$ cat src/rtl/ls_issue_queue_gen.sv
// ls_issue_queue_gen: collapsing, age-ordered load/store issue queue with CDB wakeup and oldest-ready select.
// Define LSQ_CDB_BYPASS_EN to capture a same-cycle CDB broadcast into a dispatching entry.
module ls_issue_queue_gen #(
  parameter int DEPTH = 4,
  parameter int TAG_W = 5,
  parameter int DATA_W = 32,
  parameter int IMM_W = 16
) (
  input  logic                         Clk,
  input  logic                         Rst,
  input  logic                         Dispatch_Enable,
  input  logic                         Dispatch_Opcode,
  input  logic [TAG_W-1:0]             Dispatch_Rd_Tag,
  input  logic [TAG_W-1:0]             Dispatch_Rs_Tag,
  input  logic [TAG_W-1:0]             Dispatch_Rt_Tag,
  input  logic [DATA_W-1:0]            Dispatch_Rs_Data,
  input  logic [DATA_W-1:0]            Dispatch_Rt_Data,
  input  logic                         Dispatch_Rs_Data_Val,
  input  logic                         Dispatch_Rt_Data_Val,
  input  logic [IMM_W-1:0]             Dispatch_Imm,
  output logic                         IssueQue_Full,
  output logic [$clog2(DEPTH+1)-1:0]   IssueQue_Count,
  input  logic                         CDB_Valid,
  input  logic [TAG_W-1:0]             CDB_Tag,
  input  logic [DATA_W-1:0]            CDB_Data,
  output logic                         IssueQue_Ready,
  output logic                         IssueQue_Opcode,
  output logic [DATA_W-1:0]            IssueQue_Address,
  output logic [DATA_W-1:0]            IssueQue_Data,
  output logic [TAG_W-1:0]             IssueQue_Rd_Tag,
  input  logic                         Issueblk_Issue,
  input  logic                         RB_Store_Ready,
  input  logic                         RB_Flush_Valid
);
  localparam int CW = $clog2(DEPTH+1);
  localparam int IW = $clog2(DEPTH);
  logic [DEPTH-1:0] vld, op, rs_v, rt_v, rdy;
  logic [TAG_W-1:0] rd_t [DEPTH];
  logic [TAG_W-1:0] rs_t [DEPTH];
  logic [TAG_W-1:0] rt_t [DEPTH];
  logic [DATA_W-1:0] rt_d [DEPTH];
  logic [DATA_W-1:0] addr [DEPTH];
  logic [IMM_W-1:0] imm [DEPTH];
  logic [DEPTH-1:0] n_vld, n_op, n_rs_v, n_rt_v;
  logic [TAG_W-1:0] n_rd_t [DEPTH];
  logic [TAG_W-1:0] n_rs_t [DEPTH];
  logic [TAG_W-1:0] n_rt_t [DEPTH];
  logic [DATA_W-1:0] n_rt_d [DEPTH];
  logic [DATA_W-1:0] n_addr [DEPTH];
  logic [IMM_W-1:0] n_imm [DEPTH];
  logic [CW-1:0] cnt, wr_idx;
  logic [IW-1:0] sel;
  logic fire, accept, d_rs_v, d_rt_v;
  logic [DATA_W-1:0] d_rs_d, d_rt_d;

  function automatic logic [DATA_W-1:0] sext(input logic [IMM_W-1:0] x);
    return DATA_W'($signed(x));
  endfunction

  assign rdy = vld & rs_v & (op | (rt_v & {DEPTH{RB_Store_Ready}}));

  always_comb begin
    sel = '0;
    for (int i = DEPTH-1; i >= 0; i--) sel = rdy[i] ? IW'(i) : sel;
  end

  assign IssueQue_Ready   = |rdy;
  assign IssueQue_Opcode  = op[sel];
  assign IssueQue_Address = addr[sel];
  assign IssueQue_Data    = rt_d[sel];
  assign IssueQue_Rd_Tag  = rd_t[sel];
  assign IssueQue_Count   = cnt;
  assign IssueQue_Full    = cnt == CW'(DEPTH);
  assign fire   = Issueblk_Issue & IssueQue_Ready;
  assign accept = Dispatch_Enable & (~IssueQue_Full | fire);
  assign wr_idx = cnt - CW'(fire);

`ifdef LSQ_CDB_BYPASS_EN
  logic rs_byp, rt_byp;
  assign rs_byp = ~Dispatch_Rs_Data_Val & CDB_Valid & (CDB_Tag == Dispatch_Rs_Tag);
  assign rt_byp = ~Dispatch_Rt_Data_Val & CDB_Valid & (CDB_Tag == Dispatch_Rt_Tag);
  assign d_rs_v = Dispatch_Rs_Data_Val | rs_byp;
  assign d_rt_v = Dispatch_Rt_Data_Val | rt_byp;
  assign d_rs_d = rs_byp ? CDB_Data : Dispatch_Rs_Data;
  assign d_rt_d = rt_byp ? CDB_Data : Dispatch_Rt_Data;
`else
  assign d_rs_v = Dispatch_Rs_Data_Val;
  assign d_rt_v = Dispatch_Rt_Data_Val;
  assign d_rs_d = Dispatch_Rs_Data;
  assign d_rt_d = Dispatch_Rt_Data;
`endif

  // Each slot takes its own entry or, at/above the issued slot, its upper neighbour; wakeup follows the moved entry.
  for (genvar j = 0; j < DEPTH; j++) begin : g_slot
    localparam int N = (j + 1 < DEPTH) ? j + 1 : j;
    logic mv, wr, b_vld, b_rs_v, b_rt_v, rs_hit, rt_hit;
    logic [TAG_W-1:0] b_rs_t, b_rt_t;
    logic [IMM_W-1:0] b_imm;
    assign mv     = fire & (IW'(j) >= sel);
    assign wr     = accept & (wr_idx == CW'(j));
    assign b_vld  = mv ? (j + 1 < DEPTH) & vld[N] : vld[j];
    assign b_rs_v = mv ? rs_v[N] : rs_v[j];
    assign b_rt_v = mv ? rt_v[N] : rt_v[j];
    assign b_rs_t = mv ? rs_t[N] : rs_t[j];
    assign b_rt_t = mv ? rt_t[N] : rt_t[j];
    assign b_imm  = mv ? imm[N] : imm[j];
    assign rs_hit = CDB_Valid & b_vld & ~b_rs_v & (CDB_Tag == b_rs_t);
    assign rt_hit = CDB_Valid & b_vld & ~b_rt_v & (CDB_Tag == b_rt_t);
    assign n_vld[j]  = wr | b_vld;
    assign n_op[j]   = wr ? Dispatch_Opcode : (mv ? op[N] : op[j]);
    assign n_rd_t[j] = wr ? Dispatch_Rd_Tag : (mv ? rd_t[N] : rd_t[j]);
    assign n_rs_t[j] = wr ? Dispatch_Rs_Tag : b_rs_t;
    assign n_rt_t[j] = wr ? Dispatch_Rt_Tag : b_rt_t;
    assign n_imm[j]  = wr ? Dispatch_Imm : b_imm;
    assign n_rs_v[j] = wr ? d_rs_v : b_rs_v | rs_hit;
    assign n_rt_v[j] = wr ? d_rt_v : b_rt_v | rt_hit;
    assign n_rt_d[j] = wr ? d_rt_d : rt_hit ? CDB_Data : (mv ? rt_d[N] : rt_d[j]);
    assign n_addr[j] = wr ? d_rs_d + sext(Dispatch_Imm) :
                       rs_hit ? CDB_Data + sext(b_imm) : (mv ? addr[N] : addr[j]);
  end

  always_ff @(posedge Clk or posedge Rst) begin
    if (Rst) begin
      vld  <= '0;
      op   <= '0;
      rs_v <= '0;
      rt_v <= '0;
      cnt  <= '0;
      for (int i = 0; i < DEPTH; i++) begin
        rd_t[i] <= '0;
        rs_t[i] <= '0;
        rt_t[i] <= '0;
        rt_d[i] <= '0;
        addr[i] <= '0;
        imm[i]  <= '0;
      end
    end else begin
      vld  <= RB_Flush_Valid ? '0 : n_vld;
      cnt  <= RB_Flush_Valid ? '0 : cnt + CW'(accept) - CW'(fire);
      op   <= n_op;
      rs_v <= n_rs_v;
      rt_v <= n_rt_v;
      rd_t <= n_rd_t;
      rs_t <= n_rs_t;
      rt_t <= n_rt_t;
      rt_d <= n_rt_d;
      addr <= n_addr;
      imm  <= n_imm;
    end
  end
endmodule

$ cat config.mk
export PLATFORM = sky130hd
export DESIGN_NAME = ls_issue_queue_gen
export DESIGN_NICKNAME = d
export VERILOG_FILES = /design/src/rtl/ls_issue_queue_gen.sv
export SDC_FILE = /design/constraint.sdc
export NUM_CORES = 2
export LEC_CHECK = 0
export CELL_PAD_IN_SITES_DETAIL_PLACEMENT = 1
export CELL_PAD_IN_SITES_GLOBAL_PLACEMENT = 1
export CORE_MARGIN = 10
export CORE_UTILIZATION = 40
export DETAILED_ROUTE_END_ITERATION = 6
export GPL_ROUTABILITY_DRIVEN = 0
export HOLD_SLACK_MARGIN = 0.05
export PLACE_DENSITY = 0.83
export SLEW_MARGIN = 20
export SYNTH_ARGS = -nofsm -noshare
export SYNTH_HDL_FRONTEND = slang
export SYNTH_SLANG_ARGS = --single-unit
$ cat constraint.sdc
create_clock -name Clk -period 15.5 [get_ports Clk]
set_clock_uncertainty 0.2 [all_clocks]
set_input_delay 2.325 -clock Clk [delete_from_list [all_inputs] [get_ports Clk]]
set_output_delay 2.325 -clock Clk [all_outputs]
set_load 0.05 [all_outputs]
# Word-level counts from Yosys, hierarchy flattened
# Index checks and enable logic that the tools add are counted.
# op_classes
add_sub_neg	8
mul	0
div_mod_pow	0
magnitude_cmp	6
eq_ne	12
shifts	0
muxes	87
bitwise_logic	57
reduce_logical	13
# op_table
op	n
$mux W32	26
$add A32 B32 Y32	5
$bmux W32 S2	2
$mux W5	20
$mux W16	6
$eq A5 B5 Y1	8
$and A1 B1 Y1	30
$mux W1	25
$reduce_bool A3 Y1	6
$or A1 B1 Y1	13
$and A4 B4 Y4	3
$bmux W5 S2	1
$reduce_bool A2 Y1	5
$not A1 Y1	9
$mux W2	4
$eq A3 B2 Y1 const B	2
$sub A3 B1 Y3	2
$ge A1 B2 Y1 const A	2
$ge A2 B2 Y1 const A	2
$mux W4	1
$or A4 B4 Y4	1
$reduce_or A4 Y1	1
$add A3 B1 Y3	1
$eq A3 B1 Y1 const B	1
7 further kinds	7
# word_totals
reg_bits	399
latchBits	0
ram_bits	0
romBits	0
inputBits	142
output_inout_bits	75
n_memories	0

# Logic depth before layout (Yosys ltp)
# logic_depth
ltp_word	15
ltp_mapped	23
mapped_depth_nobuf	20

# Worst setup path after synthesis
# No wires, ideal clock.
# synth_timing
kind	input-to-output
start	in RB_Store_Ready
end	out IssueQue_Data[15]
t_arrival_ns	4.509
path_slack_ns	8.466
cell_stages	8
path_cell_list	a21oi_2 o22ai_2 or2_2 clkbuf_1 clkbuf_1 buf_1 nand2_1 a31oi_1
# synth_between
elab_chain_cells	11
# synth_rtl
element	line	text
start, declared	32	input logic RB_Store_Ready,
$and A4 B4 Y4 (*)	60	assign rdy = vld & rs_v & (op | (rt_v & {DEPTH{RB_Store_Ready}}));
$or A4 B4 Y4 (*)	60	
$and A4 B4 Y4 (*)	60	
$mux W2 (3 in a row)	64	for (int i = DEPTH-1; i >= 0; i--) sel = rdy[i] ? IW'(i) : sel;
$mux W2 (*)	64	
$not A2 Y3 (not written as such) (*)	70	assign IssueQue_Data = rt_d[sel];
$bmux W32 S2 (*)	70	
$mux W32 (not written as such) (*) (2 in a row)	70	
end, declared	29	output logic [DATA_W-1:0] IssueQue_Data,
# Mark *: on every way between the ends. The rest lies on a longest branch, timed or not. The select of a mux whose other input is x is not followed.

# Worst setup path in the final report
# layout_timing
start	in RB_Store_Ready
end	out IssueQue_Rd_Tag[4]
# layout_between
elab_chain_cells	11
# layout_rtl
element	line	text
$and A4 B4 Y4 (*)	60	
$or A4 B4 Y4 (*)	60	
$and A4 B4 Y4 (*)	60	
$mux W2 (3 in a row)	64	
$mux W2 (*)	64	
$not A2 Y3 (not written as such) (*)	71	assign IssueQue_Rd_Tag = rd_t[sel];
$bmux W5 S2 (*)	71	
$mux W5 (not written as such) (*) (2 in a row)	71	
end, declared	30	output logic [TAG_W-1:0] IssueQue_Rd_Tag,
# Marks and branches as above.

==> results.tsv <==
metric	value	unit
max_cap_viol_count	0	
syn_avg_cell_area	7.93	um2
h-tree-depth	2	
status	finished clean	
grt_start_max_net_pins	162	
pin_count	217	
hp-start	addr[108]$_DFFE_PP0P_	
grt_pass1_vias	30712	
synth.most_common_cell	nand2_1	
p_int	4040	uW
synth_area_leaders	dfrtp_1 (33%), nand2_1 (9.8%), ha_1 (6.7%)	
critPathCaptureType	output pin	
cts_tree	done	
synthXorXnorAreaFrac	5.19	%
stdcell_count	4869	
final_area	34700	um2
synth_top_area_share	33.2	%
synthMuxAreaShare	6.20	%
yosysWarnings	0	
synth-compound-area-share	24.8	%
power.share.sequential	23.9	%
routed_via_density	6.18	
synth-simple-area-share	19.2	%
p_switching	4130	uW
wl_per_cell	25.3	um
reg2reg_from	rs_v[0]$_DFF_PP0_	
clockBufferDepth	3	
pwr-share-clk	15.2	%
area_growth	15.4	%
initial_utilization	40.3	%
synth_area	30000	um2
dieArea	86400	um2
synthDistinctLibCells	88	
drc_errors	0	
hold_buffers	0	
p_leak	0.0152	uW
final.period_utilization	57.9	%
combPwrFrac	60.9	%
clockRootBuffer	clkbuf_16	
drt_pass1_iterations	5	
clock_sinks	399	
fmax	111	MHz
p_sw_share	50.6	%
worstSetupPathType	in -> out	
cts_buffers	50	
final_nets	4170	
setup_viol	0	
synth_edf_count	0	
final-hold-violation-count	0	
clkTransAtPathRegs	0.06	ns
timing.setup.tns	0	ns
clock_latency	0.63	ns
synthArstFlopShare	100	%
min_period	8.98	ns
drive_gt1_share	5.98	%
synth_top_family_by_area	compound AO/OA/AOI/OAI gates	
cts_resized	0	
grt_usage	27.7	%
synthAdderAreaFrac	7.11	%
gr-total-overflow	0	
grt_first_pass_wirelength	188	mm
ys_ff_latch	399	
place_inst	4778	
synthesis.instances	3787	
cp.required	12.98	ns
wirelength	123	mm
power_density	236	nW/um2
placed_cell_area	32900	um2
synth_ff_type	dfrtp_1	
slew_headroom	18.6	%
antenna_found_initial	1	
worst_setup_path_start_kind	input pin	
drtAntennaViolNets	0	
worst_slew_pin_slew	1.21	ns
dieHeight	294	um
slew_violations	0	
synth_area_leader_cell	dfrtp_1	
numPortBuffers	216	
seq_area_frac_synth	33.2	%
fp.coreArea	74400	um2
worstSetupStartpoint	RB_Store_Ready	
drt_iter0_markers	2386	
cp.arrival	6.46	ns
cts_setup_buffers	0	
rows	100	
hp-class	reg -> reg	
peakVddDrop	0.123	mV
rsz0062_at_grt	no	
dpl.hpwl	85.8	mm
ys_top_cells_by_count	nand2_1 (786), dfrtp_1 (399), a21oi_1 (372), nor2_1 (271), o21ai_0 (254)	
via_count	30077	
cp_max_fo	90	
syn_nets	4096	
die_w	294	um
==> per-stage QoR <==
| step | power [uW] | setup WS, ns | hold WS (ns) | utilization, % |
|---|---|---|---|---|
| finish | 8180 | 6.52 | 0.278 | 46.6 |
| global route | 8660 | 6.32 | 0.306 | 46.6 |
| CTS | 8120 | 6.48 | 0.276 | 46.6 |
| detailed placement | 6830 | 6.53 | 0.263 | 44.2 |
| global placement | 6670 | 6.60 | 0.250 | 44.2 |
| floorplan | 5200 | 1.88 | 0.239 | - |
==> routing by layer <==
| metal | global-route usage, % | vias to the layer above | routed length [um] |
|---|---|---|---|
| met2 | 46.0 | 1095 | 58200 |
| met1 | 34.8 | 15119 | 50700 |
| met5 | 0 | - | 0 |
| met4 | 13.0 | 0 | 5930 |
| li1 | - | 13582 | - |
| met3 | 4.45 | 281 | 8180 |
==> cell type report <==
cell class                      count  area (um2)
Antenna cell                        1        2.50
Clock buffer                       75        1510
Clock inverter                     15         224
Fill cell                        8928       39800
Inverter                           76         293
Multi-Input combinational cell   3071       18900
Sequential cell                   399        9980
Tap cell                          969        1210
Timing Repair Buffer              263        2540
==> power by group through the flow <==
stage | logic [uW] | clock network [uW] | registers, uW
after detailed placement | 4880 | 0 | 1950
after CTS | 4930 | 1250 | 1940
after global routing | 5360 | 1300 | 2000
after global placement | 4740 | 0 | 1930
after floorplan | 3400 | 0 | 1800
final | 4980 | 1240 | 1960
==> worst paths after layout <==
kind / depth (start not counted) / endpoint / slack [ns]
max: 9 / IssueQue_Rd_Tag[4] / 6.52
min in group asynchronous: 2 / rd_t[16]$_DFFE_PP0P_ / 1.97
max in group asynchronous: 4 / imm[52]$_DFF_PP0_ / 10.94
min: 2 / addr[108]$_DFFE_PP0P_ / 0.28
max reg2reg: 21 / addr[60]$_DFFE_PP0P_ / 9.39
min reg2reg: 2 / addr[108]$_DFFE_PP0P_ / 0.28
==> state kept, by name (all words and copies together) (netlist names) <==
name	flops
rt_v	4
imm	48
vld	4
op	4
g_slot.b_rs_t	5
g_slot.b_rt_t	5
addr	128
rs_t	15
rt_d	128
g_slot.b_imm	16
IssueQue_Count	3
rt_t	15
rs_v	4
rd_t	20
==> kinds of logic (layout without fill, tap and decap cells) <==
family	count (synthesis)	count (layout)
AND/OR/NAND/NOR	1348	1348
AO/OA/AOI/OAI	1199	1199
flip-flops	399	399
buffers and inverters	317	429
multiplexers	180	180
XOR/XNOR	177	177
adder cells (fa/ha/maj)	167	167
other	0	1
==> cells in the final DEF, fill, tap and decap left out, types with 6 or more instances in the layout <==
cell             count
a21oi_1            372
o31ai_1             12
o21bai_1            21
clkbuf_8            16
ha_1               161
nand4_1             15
o22ai_1             12
nor4_1               8
or2_2                7
clkbuf_1             9
o21ai_0            254
nand3_1             70
a22oi_1             39
a21o_1              73
and3_1              12
o21a_1              25
fa_1                 6
inv_1               75
nor3_1              21
a211oi_1           103
mux2_2              49
o211ai_1            28
a21boi_0             6
mux2i_1            131
xnor2_1            113
clkbuf_16           50
and2_1              74
nand2b_1            16
o2111ai_1            6
nor2b_1             18
a31oi_1            131
a221o_1             36
o21ai_1             21
or3_1                8
clkdlybuf4s50_1    216
buf_4               45
nor2_1             269
xor2_1              63
dfrtp_1            399
nand2_1            783
==> worst max-delay path, cell delays in order <==
cell and delay (ns):
clkdlybuf4s50_1 0.55, a21oi_2 0.15, o22ai_2 0.43, or2_4 0.59
buf_4 0.74, and2_1 0.23, a211oi_1 0.05, a31oi_1 0.43
clkdlybuf4s50_1 0.91
No activity file was read; power rests on OpenSTA's default activity.
